File: config.mk
export PLATFORM = sky130hd
export DESIGN_NAME = pwm_duty_decoder
export DESIGN_NICKNAME = d
export VERILOG_FILES = /design/src/rtl/pwm_pkg.sv /design/src/rtl/pwm_edge_sync.sv /design/src/rtl/pwm_duty_decoder.sv
export SDC_FILE = /design/constraint.sdc
export NUM_CORES = 1
export LEC_CHECK = 0
export BUFFER_PORTS_ARGS = -buffer_cell sky130_fd_sc_hd__buf_4
export CAP_MARGIN = 0
export CORE_ASPECT_RATIO = 0.9
export CORE_MARGIN = 4
export CORE_UTILIZATION = 50
export CTS_BUF_LIST = sky130_fd_sc_hd__clkbuf_16
export DETAILED_ROUTE_END_ITERATION = 10
export PLACE_DENSITY_LB_ADDON = 0.25
export SYNTH_ARGS = -nofsm -noshare
export SYNTH_HDL_FRONTEND = slang
export SYNTH_SLANG_ARGS = --single-unit
File: constraint.sdc
create_clock -name clk -period 2.4 [get_ports clk]
set_input_delay 0.24 -clock clk [delete_from_list [all_inputs] [get_ports clk]]
set_output_delay 0.24 -clock clk [all_outputs]
set_load 0.03 [all_outputs]
File: src/rtl/pwm_pkg.sv
// Shared definitions for the PWM duty decoder: default code width, period derivation, FSM encoding.
package pwm_pkg;

  localparam int DUTY_W_DEF = 4;

  typedef enum logic [1:0] {
    ACQUIRE = 2'd0,
    MEASURE = 2'd1,
    LOST    = 2'd2
  } pwm_state_t;

  // One PWM period spans 2**duty_w clocks.
  function automatic int pwm_period(input int duty_w);
    return 1 << duty_w;
  endfunction

endpackage

File: src/rtl/pwm_edge_sync.sv
// Input register chain plus edge detect; depth 2 (synchronizer) with PWM_DECODER_SYNC_EN, else 1.
// Pure pipeline, no backpressure; s_prev clears to 0 so an input held high through reset reads as a rise.
module pwm_edge_sync (
  input  logic clk,
  input  logic rst_n,
  input  logic i_pwm,
  output logic o_s_in,
  output logic o_rise,
  output logic o_fall
);

  logic r_sync;
  logic r_prev;

`ifdef PWM_DECODER_SYNC_EN
  logic r_meta;

  always_ff @(posedge clk or negedge rst_n) begin
    if (!rst_n) begin
      r_meta <= 1'b0;
      r_sync <= 1'b0;
    end else begin
      r_meta <= i_pwm;
      r_sync <= r_meta;
    end
  end
`else
  always_ff @(posedge clk or negedge rst_n) begin
    if (!rst_n) begin
      r_sync <= 1'b0;
    end else begin
      r_sync <= i_pwm;
    end
  end
`endif

  always_ff @(posedge clk or negedge rst_n) begin
    if (!rst_n) begin
      r_prev <= 1'b0;
    end else begin
      r_prev <= r_sync;
    end
  end

  assign o_s_in = r_sync;
  assign o_rise = r_sync & ~r_prev;
  assign o_fall = ~r_sync & r_prev;

endmodule

File: src/rtl/pwm_duty_decoder.sv
// Recovers the duty code (high clocks per 2**DUTY_W-clock period, 0 = 100%) from a PWM input.
// Latency 1 clock, or 2 with PWM_DECODER_SYNC_EN; free-running, no backpressure, all outputs registered.
module pwm_duty_decoder
  import pwm_pkg::*;
#(
  parameter int DUTY_W = DUTY_W_DEF
) (
  input  logic              clk,
  input  logic              rst_n,
  input  logic              pwm_in,
  output logic [DUTY_W-1:0] duty_cycle,
  output logic              duty_valid,
  output logic              sample_stb,
  output logic              period_err,
  output logic              signal_lost
);

  localparam int               CNT_W    = DUTY_W + 1;
  localparam logic [CNT_W-1:0] L_PERIOD = CNT_W'(pwm_period(DUTY_W));
  localparam logic [CNT_W-1:0] L_ONE    = CNT_W'(1);
  localparam logic [CNT_W-1:0] L_LAST   = L_PERIOD - L_ONE;

  logic w_s_in;
  logic w_rise;
  logic w_fall;
  logic w_low_trip;

  pwm_state_t        r_state;
  logic [CNT_W-1:0]  r_period_cnt;
  logic [CNT_W-1:0]  r_high_cnt;
  logic [CNT_W-1:0]  r_low_cnt;
  logic [DUTY_W-1:0] r_duty;
  logic              r_valid;
  logic              r_stb;
  logic              r_err;
  logic              r_lost;

  pwm_state_t        w_state_nxt;
  logic [CNT_W-1:0]  w_period_nxt;
  logic [CNT_W-1:0]  w_high_nxt;
  logic [CNT_W-1:0]  w_low_nxt;
  logic [DUTY_W-1:0] w_duty_nxt;
  logic              w_valid_nxt;
  logic              w_stb_nxt;
  logic              w_err_nxt;
  logic              w_lost_nxt;

  pwm_edge_sync u_edge_sync (
    .clk    (clk),
    .rst_n  (rst_n),
    .i_pwm  (pwm_in),
    .o_s_in (w_s_in),
    .o_rise (w_rise),
    .o_fall (w_fall)
  );

  // Sixteenth consecutive low clock is being seen this cycle.
  assign w_low_trip = ~w_s_in & (r_low_cnt == L_LAST);

  always_comb begin
    w_state_nxt  = r_state;
    w_period_nxt = r_period_cnt;
    w_high_nxt   = r_high_cnt;
    w_low_nxt    = r_low_cnt;
    w_duty_nxt   = r_duty;
    w_valid_nxt  = r_valid;
    w_stb_nxt    = 1'b0;
    w_err_nxt    = 1'b0;
    w_lost_nxt   = r_lost;

    if (w_s_in) begin
      w_low_nxt = '0;
    end else if (w_fall) begin
      w_low_nxt = L_ONE;
    end else if (r_low_cnt != L_PERIOD) begin
      w_low_nxt = r_low_cnt + L_ONE;
    end

    case (r_state)
      ACQUIRE: begin
        if (w_rise) begin
          w_state_nxt  = MEASURE;
          w_period_nxt = L_ONE;
          w_high_nxt   = L_ONE;
        end
      end

      MEASURE: begin
        if (w_rise) begin
          if (r_period_cnt == L_PERIOD) begin
            w_duty_nxt  = r_high_cnt[DUTY_W-1:0];
            w_valid_nxt = 1'b1;
            w_stb_nxt   = 1'b1;
          end else begin
            w_err_nxt = 1'b1;
          end
          w_period_nxt = L_ONE;
          w_high_nxt   = L_ONE;
        end else if (w_s_in && (r_high_cnt == L_PERIOD)) begin
          // A full period high with no edge is the 100% code.
          w_duty_nxt   = '0;
          w_valid_nxt  = 1'b1;
          w_stb_nxt    = 1'b1;
          w_period_nxt = L_ONE;
          w_high_nxt   = L_ONE;
        end else begin
          if (r_period_cnt != L_PERIOD) begin
            w_period_nxt = r_period_cnt + L_ONE;
          end
          if (w_s_in && (r_high_cnt != L_PERIOD)) begin
            w_high_nxt = r_high_cnt + L_ONE;
          end
        end
      end

      LOST: begin
        if (w_rise) begin
          w_state_nxt  = MEASURE;
          w_lost_nxt   = 1'b0;
          w_period_nxt = L_ONE;
          w_high_nxt   = L_ONE;
        end
      end

      default: begin
        w_state_nxt = ACQUIRE;
      end
    endcase

    if (w_low_trip) begin
      w_state_nxt = LOST;
      w_lost_nxt  = 1'b1;
      w_valid_nxt = 1'b0;
    end
  end

  always_ff @(posedge clk or negedge rst_n) begin
    if (!rst_n) begin
      r_state      <= ACQUIRE;
      r_period_cnt <= '0;
      r_high_cnt   <= '0;
      r_low_cnt    <= '0;
      r_duty       <= '0;
      r_valid      <= 1'b0;
      r_stb        <= 1'b0;
      r_err        <= 1'b0;
      r_lost       <= 1'b0;
    end else begin
      r_state      <= w_state_nxt;
      r_period_cnt <= w_period_nxt;
      r_high_cnt   <= w_high_nxt;
      r_low_cnt    <= w_low_nxt;
      r_duty       <= w_duty_nxt;
      r_valid      <= w_valid_nxt;
      r_stb        <= w_stb_nxt;
      r_err        <= w_err_nxt;
      r_lost       <= w_lost_nxt;
    end
  end

  assign duty_cycle  = r_duty;
  assign duty_valid  = r_valid;
  assign sample_stb  = r_stb;
  assign period_err  = r_err;
  assign signal_lost = r_lost;

endmodule

# Word level (Yosys, flattened, before mapping)
# Cells that the tools add are included.
dict set report classes {
  bitwise 5
  mux 33
  addsub 3
  n_eq_ne 15
  reduce_logical 17
}
# cell n
set op_table {}
lappend op_table {{5-bit two-way mux} 10}
lappend op_table {{5-bit one-hot mux with 2 select lines} 2}
lappend op_table {{5-bit by 1-bit adder with 5-bit output, second input constant} 3}
lappend op_table {{1-bit two-way mux} 15}
lappend op_table {{5-bit inequality test, second input constant} 3}
lappend op_table {{4-bit two-way mux} 3}
lappend op_table {{3-bit AND reduction} 4}
lappend op_table {{5-bit == test, second input constant} 2}
lappend op_table {{2-bit nonzero test} 5}
lappend op_table {{4-bit by 3-bit inequality test with 1-bit output, second input constant} 2}
lappend op_table {{3-bit nonzero test} 2}
lappend op_table {{5-bit by 4-bit == test with 1-bit output, second input constant} 1}
lappend op_table {{2-bit two-way mux} 2}
lappend op_table {{2-bit inequality test, second input constant} 2}
lappend op_table {{2-bit one-hot mux with 2 select lines} 1}
lappend op_table {{2-bit AND reduction} 2}
lappend op_table {{1-bit bitwise AND} 3}
lappend op_table {{3-bit by 1-bit inequality test with 1-bit output, second input constant} 1}
lappend op_table {{3-bit inequality test, second input constant} 1}
lappend op_table {{2-bit by 1-bit == test with 1-bit output, second input constant} 1}
lappend op_table {{2-bit == test, second input constant} 1}
lappend op_table {{1-bit logical AND} 2}
lappend op_table {{2-bit zero test} 1}
lappend op_table {{2-bit by 1-bit inequality test with 1-bit output, second input constant} 1}
lappend op_table {{other kinds (2)} 3}
dict set report totals {
  in_bits 3
  register_bits 27
  output_inout_bits 8
}

# Depth between registers and ports, before layout
# Gate-level depths: netlist (run 1).
dict set report logic_depth {
  depth_word 6
  ltp_mapped 6
  mapped_depth_nobuf 6
}

# By module
# A second synthesis (run 1) with hierarchy kept.
dict set report hier_totals {
  cells_unflattened 132
  hier_area_um2 1343.8
}
# module cells_per_inst n_inst area_per_inst_um2 seq_area_each_um2
set modules_own_cells {}
lappend modules_own_cells {pwm_duty_decoder 128 1 1278.7 625.6}
lappend modules_own_cells {pwm_edge_sync 4 1 65.1 50.0}

# Worst setup path before layout (run 1)
# No wires, ideal clock.
dict set report synth_path {
  kind {register to register}
  start {register r_high_cnt[0]}
  end {register r_high_cnt[4]}
  path_stages_with_launch 7
  n_path_buf 0
  setup_ns 0.074
  required_time_ns 2.326
  slack_ns 0.665
  t_arrival_ns 1.661
  path_cell_list {dfrtp_1 > inv_1 > ha_1 > and4bb_4 > or4_4 > or3_1 > o21ai_2}
}
dict set report synth_between {
  elab_chain_len 5
  word_cells_on_any_way 11
}
# item line_no
set synth_rtl {}
lappend synth_rtl {{from (decl)} pwm_duty_decoder.sv:30} ;# logic [CNT_W-1:0] r_high_cnt;
lappend synth_rtl {{from (signal assigned)} pwm_duty_decoder.sv:151} ;# r_high_cnt <= w_high_nxt;
lappend synth_rtl {{5-bit by 1-bit adder with 5-bit output or 5-bit == test (tied branches)} {pwm_duty_decoder.sv:111, pwm_duty_decoder.sv:99}}
lappend synth_rtl {{5-bit two-way mux or 1-bit logical AND (tied branches)} {pwm_duty_decoder.sv:110, pwm_duty_decoder.sv:99}}
lappend synth_rtl {{5-bit two-way mux} pwm_duty_decoder.sv:99} ;# end else if (w_s_in && (r_high_cnt == L_PERIOD)) begin
lappend synth_rtl {{5-bit two-way mux} pwm_duty_decoder.sv:89} ;# if (w_rise) begin
lappend synth_rtl {{5-bit one-hot mux with 2 select lines} pwm_duty_decoder.sv:79} ;# case (r_state)
# Several ways; a longest one is shown, not always the timed one. The select of a mux whose other input is x is not followed.
# A chain may end at the register's enable or synchronous reset.

# Worst setup path in the final report (run 1)
dict set report layout_path {
  start {register u_edge_sync.r_prev}
  end {register r_high_cnt[4]}
}
dict set report layout_between {
  elab_chain_len 4
  word_cells_on_any_way 7
}
# item line_no
set layout_rtl {}
lappend layout_rtl {{from (decl)} pwm_edge_sync.sv:13} ;# logic r_prev;
lappend layout_rtl {{from (signal assigned)} pwm_edge_sync.sv:41} ;# r_prev <= r_sync;
lappend layout_rtl {{1-bit NOT (*)} pwm_edge_sync.sv:46} ;# assign o_rise = r_sync & ~r_prev;
lappend layout_rtl {{1-bit bitwise AND (*)} pwm_edge_sync.sv:46}
lappend layout_rtl {{4-bit by 3-bit inequality test with 1-bit output (no line) (tied with other cells)} n/a}
lappend layout_rtl {{3-bit AND reduction (no line) or 5-bit one-hot mux with 2 select lines (tied branches)} n/a}
# Mark *: on every way between the ends. The rest lies on a longest branch, timed or not.

==> results of run 1 <==
-- sequential cells by signal, indices dropped and copies added (netlist names) --
name / cells
r_high_cnt: 5
r_state: 2
u_edge_sync.r_prev: 1
duty_cycle: 4
duty_valid: 1
period_err: 1
r_period_cnt: 5
u_edge_sync.o_s_in: 1
signal_lost: 1
r_low_cnt: 5
sample_stb: 1
-- placed cells by master (no fill, tap or decap), drive strengths merged, types with 5 or more instances in the layout --
| cell type | instances |
|---|---|
| a21oi | 6 |
| a22oi | 5 |
| buf | 10 |
| dfrtp | 27 |
| ha | 7 |
| inv | 12 |
| nand2 | 12 |
| nand3 | 7 |
| nor3 | 7 |
| o21ai | 12 |
-- timing repair --
action,CTS,global route
endpoints found under the hold margin,27,0
hold buffers,1,0
setup endpoints to repair,0,0
-- path summary, 6_finish.rpt --
path	start	end	slack, ps
setup / recovery	u_edge_sync.r_prev	r_high_cnt[4]	440
hold / removal	pwm_in	u_edge_sync.o_s_in	90
setup reg to reg	u_edge_sync.r_prev	r_high_cnt[4]	440
hold reg to reg	duty_cycle[2]	duty_cycle[2]	530
max in group asynchronous	rst_n	r_high_cnt[0]	1730
min in group asynchronous	rst_n	r_low_cnt[4]	420
-- metrics by stage --
stage | power (W) | utilization | area [sq um] | worst slack, ps
global placement | 0.00103 | 0.578 | 1450 | 586
detailed placement | 0.00104 | 0.578 | 1450 | 514
floorplan | 0.000914 | - | 1350 | 665
CTS | 0.00141 | 0.614 | 1540 | 483
global route | 0.00149 | 0.614 | 1540 | 380
finish | 0.00140 | 0.614 | 1540 | 442
-- logic make-up (layout without fill, tap and decap cells) --
kind of cell / Yosys count / count (layout) / share of synthesized area
adder cells (fa/ha/maj): 7 / 7 / 0.0650
XOR/XNOR: 4 / 4 / 0.0260
flip-flops: 27 / 27 / 0.501
multiplexers: 2 / 2 / 0.0149
AND/OR/NAND/NOR: 47 / 47 / 0.201
AO/OA/AOI/OAI: 32 / 32 / 0.153
buffers and inverters: 14 / 27 / 0.0390
-- report_power, final --
part | switching, W | internal [W]
logic | 0.000209 | 0.000175
registers | 0.000108 | 0.000547
clock network | 0.000139 | 0.000224
-- layout make-up --
class,count,area share
inverter,12,0.0292
clock inverter,1,0.00325
sequential,27,0.439
clock buffer,3,0.0487
timing repair buffer,11,0.0552
tap,28,0.0227
multi-input combinational,92,0.402
-- layer usage --
layer  global-route usage  vias up  part of all wire
li1                     -      503                 -
met1                0.206      507              0.46
met2                0.249       37              0.48
met3               0.0394        2             0.056
met4               0.0503        0            0.0092
met5                    0        -                 0
==> flow_summary.ini, run 1 <==
[outcome]
status = finished, final reports clean

[placed_design]
globalplace.congestion = 0.903
port_buffers = 10
dp_cells = 169
place_hpwl_mm = 1.87

[drt]
drt_iter0_markers = 40
drc = 0
drt-total-wl_mm = 2.60
vias = 1049
routedWlPerCell_um = 15.0
ant_nets = 0
via_per_inst = 6.03
dr.pass1.iters = 4

[clocking]
post-cts-setup-buffers = 0
clkTransAtPathRegs_ps = 60
cts.sinks = 27
clk_latency_ps = 250
clockBufferDepth = 2
cts_buffers = 3
cts-resized-gates = 0
tritoncts = done
ctsHtreeMaxLevel = 1
clockRootBuffer = clkbuf_16

[worst_setup_path]
required_ps = 2590
end_kind = register
ff2ff_path_depth = 4
path_max_fanout = 14
path_cells = inv_1 > or4_4 > or3_1 > o21ai_2
crit_cells = 4
cp-start-kind = register
arrival_ps = 2140
critical_path_buf_inv_count = 1
crit_type = reg2reg
slowest_delay_ps = 620
crit_slowest_cell = dfrtp_1
cpLargestDelayFamily = simple AND/OR/NAND/NOR gates

[synth]
synth_common_cells = dfrtp_1, inv_1, nand2_1
syn_area_per_cell_sq_um = 10.1
seq_area_frac_synth = 0.501
yosysWarnings = 0
synth.most_common_cell = dfrtp_1
ys_ff_latch = 27
syn_nets = 143
synth_flop_cell = dfrtp_1
postSynthCellCount = 133
synth_top_area_frac = 0.501
synth_area_sq_mm = 0.00135
synthTopCellsByArea = dfrtp_1, ha_1, inv_1
yosys.area.top_type = dfrtp_1
synthArstFlopShare = 1.00
synth_cell_types = 34
synth-edff-count = 0

[die]
die_w_um = 62.7
die_area_sq_mm = 0.00359
core_sq_mm = 0.00251
io_pins = 11
dieHeight_um = 57.3
rows = 17
initial_core_util = 0.537

[layout]
area.sequential_sq_um = 676
instances_no_fill = 174
syn_to_final_growth_pct = 14.3
drive_gt1_frac = 0.123
antenna_cells = 0
multiInputGateArea_sq_um = 619
nets = 157
nFillCells = 206

[timing]
tns_ps = 0
relSlewSlack = 0.623
period_needed_ps = 1960
rsz0062_at_grt = false
finalSetupViolations = 0
fin_crit_sh = 0.816
fin_skew_ps = 1.37
hold_viol = 0
hold_slack_ps = 89.7
worst_pin_slew_ps = 561
slew_violations = 0
fmax_mhz = 511

[power_and_ir_drop]
leakage_nw = 0.730
peakVddDrop_uv = 482
power_density_mw_per_mm2 = 910

[grt]
grt_max_degree = 28
grt_pass1_vias = 985
grtUsageTotal = 0.155
antenna_found_initial = 0
overflow = 0
grt_pass1_wl_mm = 4.40

[min_path]
hold_depth = 1
min_path_type = in2reg

[run]
drv_cap = 0
(Power assumes the default switching activity.)
==> inputs of run 2 (changes only) <==
- ABC_AREA: not set -> 1
- clock period: 2.4 -> 1.73 ns (I/O delays scaled with it)
==> run 2 against run 1 <==
  * Worst setup slack worse by 120 ps
  * Clock skew up 1.4 ps
  * Utilization down 1.6 points
  * Clock-buffer cell count unchanged
  * Routed wire length down 2.6%
  * First-iteration DRC count down 5.0%
  * Critical path depth up 5
  * Flip-flop and latch count unchanged
  * Die area up 4.2%
  * Sequential power up 32%
  * Via count down 2.2%
  * Final cell count up 20%
  * Critical path type unchanged
  * Critical endpoint is now duty_cycle[3]
  * Largest power group unchanged
==> flow_summary.ini, run 2 <==
[outcome]
status = finished, final reports clean

[synth]
yosys.area.top_type = dfrtp_1
synth_area_sq_mm = 0.00141
ys_ff_latch = 27
seq_area_frac_synth = 0.478
postSynthCellCount = 154
syn_nets = 164
synth_common_cells = nand2_1, dfrtp_1, inv_1, nor2_1, a21oi_1
synth.most_common_cell = nand2_1
synthArstFlopShare = 1.00
synth_cell_types = 24
synth_top_area_frac = 0.478
synth_flop_cell = dfrtp_1
synth-edff-count = 0
syn_area_per_cell_sq_um = 9.17
synthTopCellsByArea = dfrtp_1, nand2_1, ha_1
yosysWarnings = 0

[timing]
tns_ps = 0
fin_skew_ps = 2.76
relSlewSlack = 0.772
period_needed_ps = 1410
finalSetupViolations = 0
fmax_mhz = 708
slew_violations = 0
hold_viol = 0
fin_crit_sh = 0.816
rsz0062_at_grt = false
worst_pin_slew_ps = 341

[grt]
grt_pass1_wl_mm = 4.70
grtUsageTotal = 0.162
grt_max_degree = 28
overflow = 0
grt_pass1_vias = 1050
antenna_found_initial = 0

[clocking]
cts.sinks = 27
ctsHtreeMaxLevel = 1
clockRootBuffer = clkbuf_16
cts-resized-gates = 0
cts_buffers = 3
clkTransAtPathRegs_ps = 60
clk_latency_ps = 260
tritoncts = done
clockBufferDepth = 2

[die]
io_pins = 11
initial_core_util = 0.518
dieHeight_um = 58.4
die_w_um = 64.0
core_sq_mm = 0.00273
rows = 18
die_area_sq_mm = 0.00374

[power_and_ir_drop]
peakVddDrop_uv = 913
power_density_mw_per_mm2 = 1130
leakage_nw = 0.829

[worst_setup_path]
ff2ff_path_depth = 9
path_cells = inv_1 > ha_1 > nand2_1 > nor2_2 > nand2_4 > nand2_4 > nand3_4 > nand2_1 > o21ai_1
path_max_fanout = 10
startpoint = r_high_cnt[0]
cp-start-kind = register
end_kind = register
cpLargestDelayFamily = simple AND/OR/NAND/NOR gates
slowest_delay_ps = 410
arrival_ps = 1560
critical_path_buf_inv_count = 1
required_ps = 1880
crit_cells = 9
crit_slowest_cell = dfrtp_1
crit_type = reg2reg
r2r-start = r_high_cnt[0]

[placed_design]
globalplace.congestion = 0.831
port_buffers = 10
placed_cell_area_sq_mm = 0.00154
dp_cells = 204
place_hpwl_mm = 1.90

[layout]
layout_common_cells = nand2_1, dfrtp_1, inv_1, nor2_1, buf_4
antenna_cells = 0
nFillCells = 239
drive_gt1_frac = 0.207
design_area_sq_mm = 0.00163
reg_top3 = r_high_cnt x5, r_low_cnt x5, r_period_cnt x5
instances_no_fill = 209
nets = 180
final_common_cell = nand2_1
postLayoutCoreUtil = 0.597
syn_to_final_growth_pct = 15.2

[drt]
drt_iter0_markers = 38
drt-total-wl_mm = 2.54
dr.pass1.iters = 4
via_per_inst = 4.91
ant_nets = 0
routedWlPerCell_um = 12.1
vias = 1026
drc = 0

[min_path]
hp-start = pwm_in
min_path_type = in2reg
hold_depth = 1

[run]
drv_cap = 0
[run 2: per-stage QoR]
step                      power, W  hold WS [ps]  worst slack (ps)
after global routing       0.00197          5.54               202
after detailed placement   0.00133           109               341
final                      0.00183          17.3               318
after floorplan            0.00119          -123               439
after CTS                  0.00186          12.5               325
after global placement     0.00131           102               382
[run 2: final timing paths]
kind	endpoint	slack, ps
setup / recovery	duty_cycle[3]	320
hold / removal	u_edge_sync.o_s_in	20
setup reg to reg	duty_cycle[3]	320
hold reg to reg	duty_cycle[0]	500
max in group asynchronous	r_low_cnt[1]	1120
min in group asynchronous	period_err	360
[run 2: layout make-up]
| class | count | area (sq um) | share of cell area |
|---|---|---|---|
| well taps | 40 | 50.0 | 0.0307 |
| clock buffers | 3 | 75.1 | 0.0461 |
| inverters | 23 | 91.3 | 0.0561 |
| flip-flops and latches | 27 | 676 | 0.415 |
| clock inverters | 1 | 5.00 | 0.00307 |
| multi-input cells | 104 | 646 | 0.397 |
| repair buffers | 11 | 85.1 | 0.0523 |
[run 2: cell families after synthesis]
family / after synthesis / share of synthesized area
buffers and inverters: 23 / 0.0647
adders and majority gates: 7 / 0.0620
DFF: 27 / 0.478
and+or+nand+nor: 70 / 0.273
xor gates and xnor gates: 5 / 0.0310
AOI/OAI and AO/OA: 22 / 0.0912
[run 2: power breakdown]
part	switching, W	total, W	internal (W)
logic	0.000276	0.000454	0.000178
clock network	0.000205	0.000517	0.000311
registers	0.000127	0.000863	0.000736
[run 2: metal layers]
metal	global-route usage	part of all wire	vias up
met2	0.280	0.50	12
li1	-	-	524
met5	0	0	-
met3	0.0496	0.033	2
met4	0.0492	0.0055	0
met1	0.195	0.46	488
[run 2: repair_timing]
item	4_1_cts	5_1_grt
endpoints found under the hold margin	27	0
hold buffers	1	0
setup buffers	0	0
==> inputs of run 3 (changes only) <==
- ABC_AREA: 1 -> 0
- clock period: 1.73 -> 1.3 ns (I/O delays scaled with it)
==> run 3 against run 2 <==
  * The run now ends with setup timing left
  * Fmax is 16% lower
  * First-iteration DRC count is 120% higher
  * Non-clock buffer count is 45 higher
  * Total power is 68% higher
  * Utilization is 25 points higher
  * Clock-buffer cell count stayed put
  * Global-route usage is 4.6 points higher
  * Flip-flop and latch count stayed put
  * Final cell count is 4.8% higher
  * Worst hold slack better by 300 ps
  * Sequential share of layout area is 9.6 points lower
  * Clock skew hardly changed
  * Critical path type unchanged
  * Largest cell class is now multi-input gates
==> flow_summary.ini, run 3 (synthesized netlist as in run 1, its figures left out) <==
[timing]
relSlewSlack = 0.765
fin_skew_ps = 2.51
tns_ps = -3940
rsz0062_at_grt = true
worst_pin_slew_ps = 352
period_needed_ps = 1690
fmax_mhz = 593
setup_slack_ps = -385
hold_viol = 0
fin_crit_sh = 1.30
finalSetupViolations = 20
slew_violations = 0

[die]
core_sq_mm = 0.00251
die_area_sq_mm = 0.00359
rows = 17
dieHeight_um = 57.3
initial_core_util = 0.537
io_pins = 11
die_w_um = 62.7

[drt]
drt-total-wl_mm = 3.96
drt_iter0_markers = 85
drc = 0
vias = 1265
via_per_inst = 5.78
ant_nets = 0
dr.pass1.iters = 4
routedWlPerCell_um = 18.1

[clocking]
clockRootBuffer = clkbuf_16
tritoncts = done
clk_latency_ps = 260
clkTransAtPathRegs_ps = 70
cts_buffers = 3
cts.sinks = 27
ctsHtreeMaxLevel = 1
clockBufferDepth = 2

[power_and_ir_drop]
power_density_mw_per_mm2 = 1450
leakage_nw = 0.997
peakVddDrop_uv = 1060
fin_total_pwr_w = 0.00308

[run]
drv_cap = 0

[grt]
grt_max_degree = 28
grtUsageTotal = 0.207
antenna_found_initial = 0
overflow = 0
grt_pass1_vias = 1298
grt_pass1_wl_mm = 5.86

[worst_setup_path]
r2r-start = r_high_cnt[1]
cp-start-kind = register
end_kind = register
crit_type = reg2reg
required_ps = 1500
path_max_fanout = 3
arrival_ps = 1880
startpoint = r_high_cnt[1]

[placed_design]
globalplace.congestion = 0.927
place_hpwl_mm = 2.30
port_buffers = 10
dp_slack_ps = -360

[layout]
nets = 202
reg_top3 = r_high_cnt x5, r_low_cnt x5, r_period_cnt x5
syn_to_final_growth_pct = 57.3
layout_common_cells = buf_4, dfrtp_1, inv_1
drive_gt1_frac = 0.524
final_common_cell = buf_4
antenna_cells = 0

[outcome]
violations = setup timing
status = complete, but fails checks

[min_path]
min_path_type = in2async
-- run 3: changes by cell type in the layout (fill, tap and decap cells not counted), sizes merged, moves of 5 or more --
| cell | change |
|---|---|
| inv | -10 |
| buf | +44 |
| nor2 | -12 |
| a22oi | +5 |
| nand2 | -27 |
| nor3 | +6 |
-- run 3: stage by stage --
stage               instances  utilization  cell area, sq um  hold WS, ps
floorplan                 133            -              1400         -166
global placement          199        0.688              1730         57.3
detailed placement        199        0.688              1730         59.9
CTS                       213        0.785              1970          320
global route              219        0.844              2120          347
finish                    219        0.844              2120          318
-- run 3: worst max-delay path, stage by stage (launching register included) --
cell and delay, ps:
dfrtp_1 350, inv_1 50, ha_2 160, and4bb_4 210
or4_4 440, or3_4 340, o21ai_2 60
-- run 3: final timing paths --
path                       cells past startpoint  slack, ps                 end
min in group clk                               2        520  u_edge_sync.o_s_in
max in group asynchronous                      2        720          duty_valid
hold / removal                                 2        320        r_low_cnt[3]
setup / recovery                               6       -390       r_high_cnt[4]
hold reg to reg                                2        530       duty_cycle[0]
setup reg to reg                               6       -390       r_high_cnt[4]
-- run 3: layer usage --
metal  track usage  wire (um)  vias to the layer above  part of all wire
met1         0.237       1650                      621              0.42
met4        0.0818         88                        0             0.022
li1              -          -                      596                 -
met5             0          0                        -                 0
met3        0.0453        144                       10             0.036
met2         0.380       2080                       38              0.52
-- run 3: report_power, final --
part           switching, W  leakage, nW  internal (W)
clock network      0.000287       0.0423      0.000412
logic              0.000622        0.611      0.000618
registers          0.000136        0.344       0.00101
total               0.00104        0.997       0.00204
-- run 3: repair_timing --
item,4_1_cts,5_1_grt
hold buffers,2,0
endpoints found under the hold margin,28,0
pin swaps,10,11
endpoints found under the setup margin,21,22
setup buffers,8,6
gates resized for setup,15,23
-- run 3: final cells by class --
| class | count | area (sq um) |
|---|---|---|
| clock buffer | 3 | 75.1 |
| clock inverter | 1 | 3.75 |
| fill | 120 | 390 |
| inverter | 12 | 45.0 |
| multi-input combinational | 92 | 832 |
| sequential | 27 | 676 |
| tap | 28 | 35.0 |
| timing repair buffer | 56 | 453 |
